==> src/rtl/control_unit.sv <==
// Multi-cycle sequencer: fetch, IR load, decode, then ALU/register/memory/PC strobes.
// Optional MEM_TIMEOUT_EN bounds memory handshakes and raises a sticky Fault.
module control_unit #(
  parameter int OPCODE_WIDTH   = 4,
  parameter int ALU_OP_WIDTH   = 3,
  parameter int TIMEOUT_CYCLES = 16
) (
  input  logic                    Clk,
  input  logic                    Reset,
  input  logic [OPCODE_WIDTH-1:0] Opcode,
  input  logic                    Inst_Ready,
  input  logic                    Data_Ready,
  output logic                    Inst_Read,
  output logic                    IR_Load,
  output logic                    PC_Inc,
  output logic                    PC_Load,
  output logic [ALU_OP_WIDTH-1:0] Alu_Op,
  output logic                    Reg_Write,
  output logic [1:0]              Wb_Sel,
  output logic                    Data_Read,
  output logic                    Data_Write,
  output logic                    Illegal,
  output logic                    Halted,
  output logic                    Fault
);

  typedef enum logic [2:0] {
    S_FETCH, S_LOAD, S_DECODE, S_EXEC, S_MEM, S_WB, S_HALT
  } state_t;

  localparam logic [OPCODE_WIDTH-1:0] OP_NOP = OPCODE_WIDTH'(0);
  localparam logic [OPCODE_WIDTH-1:0] OP_ADD = OPCODE_WIDTH'(1);
  localparam logic [OPCODE_WIDTH-1:0] OP_XOR = OPCODE_WIDTH'(5);
  localparam logic [OPCODE_WIDTH-1:0] OP_LDI = OPCODE_WIDTH'(6);
  localparam logic [OPCODE_WIDTH-1:0] OP_LD  = OPCODE_WIDTH'(7);
  localparam logic [OPCODE_WIDTH-1:0] OP_ST  = OPCODE_WIDTH'(8);
  localparam logic [OPCODE_WIDTH-1:0] OP_JMP = OPCODE_WIDTH'(9);
  localparam logic [OPCODE_WIDTH-1:0] OP_HLT = OPCODE_WIDTH'(15);

  // The wait counter is 8 bits wide, so the limit must fit in it.
  if (TIMEOUT_CYCLES < 1 || TIMEOUT_CYCLES > 255) begin : g_bad_timeout
    $error("TIMEOUT_CYCLES must be in 1..255");
  end

  state_t state, state_next;
  logic   is_alu;
  logic   timed_out;
  logic   fault_q;

  assign is_alu = (Opcode >= OP_ADD) && (Opcode <= OP_XOR);

  // NOTE: sequential state uses non-blocking assignments so every flop samples
  // pre-edge values; combinational blocks use blocking assignments.
  always_ff @(posedge Clk) begin
    if (Reset) state <= S_FETCH;
    else       state <= state_next;
  end

  // NOTE: every combinational output gets a default first, so no path through
  // the case statements can leave it unassigned and infer a latch.
  always_comb begin
    state_next = state;
    case (state)
      S_FETCH: begin
        if (Inst_Ready)     state_next = S_LOAD;
        else if (timed_out) state_next = S_HALT;
      end
      S_LOAD:   state_next = S_DECODE;
      S_DECODE: begin
        if (is_alu || Opcode == OP_LDI || Opcode == OP_JMP) state_next = S_EXEC;
        else if (Opcode == OP_LD || Opcode == OP_ST)        state_next = S_MEM;
        else if (Opcode == OP_HLT)                          state_next = S_HALT;
        else                                                state_next = S_FETCH;
      end
      S_EXEC: state_next = S_FETCH;
      S_MEM: begin
        if (Data_Ready)     state_next = (Opcode == OP_LD) ? S_WB : S_FETCH;
        else if (timed_out) state_next = S_HALT;
      end
      S_WB:    state_next = S_FETCH;
      S_HALT:  state_next = S_HALT;
      default: state_next = S_FETCH;
    endcase
  end

`ifdef MEM_TIMEOUT_EN
  logic [7:0] wait_cnt;
  logic       waiting;
  logic       ready;

  assign waiting   = (state == S_FETCH) || (state == S_MEM);
  assign ready     = (state == S_FETCH) ? Inst_Ready : Data_Ready;
  assign timed_out = waiting && !ready && (wait_cnt == 8'(TIMEOUT_CYCLES - 1));

  // Any state change clears the count, which covers entry into FETCH and MEM.
  always_ff @(posedge Clk) begin
    if (Reset) begin
      wait_cnt <= 8'd0;
      fault_q  <= 1'b0;
    end else begin
      if (state_next != state)      wait_cnt <= 8'd0;
      else if (waiting && !ready)   wait_cnt <= wait_cnt + 8'd1;
      if (timed_out)                fault_q  <= 1'b1;
    end
  end
`else
  assign timed_out = 1'b0;
  assign fault_q   = 1'b0;
`endif

  // Moore outputs; Reset forces them all low in the cycle it is asserted.
  always_comb begin
    Inst_Read  = 1'b0;
    IR_Load    = 1'b0;
    PC_Inc     = 1'b0;
    PC_Load    = 1'b0;
    Alu_Op     = '0;
    Reg_Write  = 1'b0;
    Wb_Sel     = 2'd0;
    Data_Read  = 1'b0;
    Data_Write = 1'b0;
    Illegal    = 1'b0;
    Halted     = 1'b0;
    Fault      = fault_q && !Reset;
    if (!Reset) begin
      case (state)
        S_FETCH: Inst_Read = 1'b1;
        S_LOAD: begin
          IR_Load = 1'b1;
          PC_Inc  = 1'b1;
        end
        S_DECODE: Illegal = !(is_alu || Opcode inside {OP_NOP, OP_LDI, OP_LD,
                                                      OP_ST, OP_JMP, OP_HLT});
        S_EXEC: begin
          if (is_alu) begin
            Alu_Op    = ALU_OP_WIDTH'(Opcode - OP_ADD);
            Reg_Write = 1'b1;
          end else if (Opcode == OP_LDI) begin
            Reg_Write = 1'b1;
            Wb_Sel    = 2'd1;
          end else if (Opcode == OP_JMP) begin
            PC_Load   = 1'b1;
          end
        end
        S_MEM: begin
          Data_Read  = (Opcode == OP_LD);
          Data_Write = (Opcode == OP_ST);
        end
        S_WB: begin
          Reg_Write = 1'b1;
          Wb_Sel    = 2'd2;
        end
        S_HALT:  Halted = 1'b1;
        default: ;
      endcase
    end
  end

endmodule

==> config.mk <==
export PLATFORM = sky130hd
export DESIGN_NAME = control_unit
export DESIGN_NICKNAME = d
export VERILOG_FILES = /design/src/rtl/control_unit.sv
export SDC_FILE = /design/constraint.sdc
export NUM_CORES = 1
export LEC_CHECK = 0
export CAP_MARGIN = 20
export CORE_AREA = 2 2 39 41
export CTS_BUF_LIST = sky130_fd_sc_hd__clkbuf_2
export CTS_CLUSTER_DIAMETER = 200
export CTS_CLUSTER_SIZE = 30
export DETAILED_ROUTE_END_ITERATION = 16
export DIE_AREA = 0 0 41 43
export GPL_ROUTABILITY_DRIVEN = 0
export PLACE_DENSITY = 0.68
export SYNTH_ARGS = -nofsm -noshare
export SYNTH_HDL_FRONTEND = slang
export SYNTH_SLANG_ARGS = --single-unit
==> constraint.sdc <==
create_clock -name Clk -period 3.62 [get_ports Clk]
set_input_delay 0.905 -clock Clk [delete_from_list [all_inputs] [get_ports Clk]]
set_output_delay 0.905 -clock Clk [all_outputs]
set_load 0.1 [all_outputs]
==> impl_results.md <==
- Pwr/cell area: 188 nW/µm²
- Total GRT Usage: 16.0%
- Outcome: complete, no violations
- Total CTS buffers: 3
- Final WL: 1150 µm
- Die H: 43 µm
- Fin util: 66.5%
- Largest net degree at the start of global routing: 12
- HPWL after DPL: 958 µm
- Core area: 1380 µm²
- Initial Util: 33.8%
- Fillers: 101
- Top_reg_cell synth: dfxtp_1
- RSZ-0062 raised after global routing: no
- Switching part of the total power: 43.0%
- Register Area: 60.1 µm²
- DRT antenna net count: 0
- Avg Inst Size Synth: 7.55 µm²
- Final Max Slew Viols: 0
- Post-synth EDFFs: 0
- Max Clk Rate: 288 MHz
- Comb pwr share: 50.0%
- Average vias per placed instance: 5.01
- Max reg flops: 3
- Routed length per instance: 11.3 µm
- # nets final: 100
- Die X: 41 µm
- Peak VDD IR: 0.154 mV
- Ys async rst share: 0%
- Clk network pwr share: 27.1%
- Die area: 1760 µm²
- Largest regs: state: 3 flops
- I/O pins: 23
- Mapped Cells: 62
- Clk sinks: 3
- Synth area leader: ha_1
- Yosys warnings: 0
- # setup viols final: 0
- Period utilization: 95.9%
- Vias in the first global route: 503
- Setup TNS: 0 ns
- Antenna cells: 0
- Kind of critical path: input port to output port
- Post-synth net total: 75
- Layout cell share with drive strength beyond 1: 40.7%
- H-tree levels: 1
- Global route overflow: 0
- 1st-iter DRT viols: 20
- Top reg by flops: state
- Critical Path AT: 2.56 ns
- Synth area leaders: ha_1 (13%), dfxtp_1 (13%), nor2_1 (6.4%)
- Seq cells post-synth: 3
- Initial antenna violation count: 0
- DR vias: 511
- Multi-input gate area: 419 µm²
- Netlist Area Pre-Place: 468 µm²
- Max Cap Viol: 0
- Min-delay worst type: flip-flop to flip-flop
- CTS tree: done
- DRC: 0
- Psw: 74.2 µW
- Crit start category: input port
- Clock Latency Late Sink: 0.20 ns
- CP Max Fanout: 4
- Crit end category: output port
- Sequential area share after synthesis: 12.8%
- Register share of total power: 22.9%
- Clock-pin slew on the worst setup and hold paths: 0.04 ns
- Worst endpoint required time: 2.71 ns
- Area Growth Syn to Fin: 96.8%
- Clock Skew: 0.00169 ns
- First-pass GRT wire length: 2010 µm
- Unique cell type count in the Yosys netlist: 33
- Fin. Hold Viols: 0
- Top-area cell type share of the netlist area: 13.4%
- Pint: 98.5 µW
- CTS Hold Bufs: 0
- IO buf count: 21
- Period minus WS final: 3.47 ns
- P_leak: 0.384 nW
- First-pass iteration count of the detailed router: 4
- CTS Buffer Depth: 2
- Root buffer cell: clkbuf_2
- Rows: 14
[routing by layer]
metal,up-vias,track usage [%],routed length (µm)
met5,-,0,0
met3,2,0,43
met1,231,22.4,518
li1,262,-,-
met2,16,24.4,566
met4,0,8.00,21
[power groups by stage]
stage | Sequential, mW | Combinational, mW | Clock (mW)
finish | 0.0395 | 0.0864 | 0.0468
global route | 0.0399 | 0.0917 | 0.0507
CTS | 0.0395 | 0.0866 | 0.0494
detailed placement | 0.0401 | 0.0862 | 0
global placement | 0.0401 | 0.0857 | 0
floorplan | 0.0370 | 0.0603 | 0
[cell type report]
class	count	share of cell area (%)
repair buffers	25	41.6
multi-input cells	49	45.5
well taps	16	2.17
inverters	5	2.04
flip-flops and latches	3	6.52
clock buffers	4	2.17
[cell usage after synthesis, types with 2 or more instances]
cell      number
nor2_1         8
ha_1           5
inv_1          5
nor3_1         5
nand2b_1       4
dfxtp_1        3
a21o_1         2
buf_2          2
buf_4          2
nor4_1         2
o21ai_0        2
[stage by stage]
step | total power, mW | setup slack, ns | instances | area [µm²] | hold slack [ns]
after floorplan | 0.0973 | -0.297 | 62 | 524 | 0.640
after global placement | 0.126 | 0.130 | 98 | 896 | 0.664
after detailed placement | 0.126 | 0.0791 | 98 | 896 | 0.674
after CTS | 0.176 | 0.0833 | 102 | 916 | 0.680
after global routing | 0.182 | 0.0475 | 102 | 921 | 0.714
final | 0.173 | 0.150 | 102 | 921 | 0.677
[cells in the final DEF, fill, tap and decap left out, types with 2 or more instances in the layout]
cell type and n:
clkdlybuf4s50_1 6, clkbuf_2 4, nor2_2 2, dfxtp_1 3
buf_4 4, a21o_1 2, buf_12 14, nor4_2 2
nand2b_1 4, nor2_1 6, nor3_4 3, ha_1 4
inv_1 5, o21ai_0 2
[path summary, 6_finish.rpt]
path	start	end	slack [ns]	depth (start not counted)
worst min-delay path	state[0]	state[1]	0.68	2
worst min register to register	state[0]	state[1]	0.68	2
worst max-delay path	Opcode[1]	Alu_Op[0]	0.15	7
worst max register to register	state[1]	state[2]	2.33	3
[logic make-up (layout without fill, tap and decap cells)]
| logic type | Yosys count | in the layout | share of synthesized area, % |
|---|---|---|---|
| AOI/OAI and AO/OA | 12 | 12 | 19.8 |
| adders and majority gates | 5 | 5 | 13.4 |
| and+or+nand+nor | 30 | 30 | 41.2 |
| DFF | 3 | 3 | 12.8 |
| xor gates and xnor gates | 1 | 1 | 1.87 |
| buffers and inverters | 10 | 34 | 10.2 |
| other | 1 | 1 | 0.801 |
[worst max-delay path, cell delays in order]
cell,delay (ns)
clkdlybuf4s50_1,0.51
inv_1,0.09
ha_1,0.26
xnor2_1,0.16
o21ai_0,0.36
nor2_2,0.09
buf_12,0.18
[repair_timing]
item,in CTS,in global routing
setup buffers,0,0
endpoints found under the setup margin,0,2
resized for setup,0,2
No activity file was read; power rests on OpenSTA's default activity.
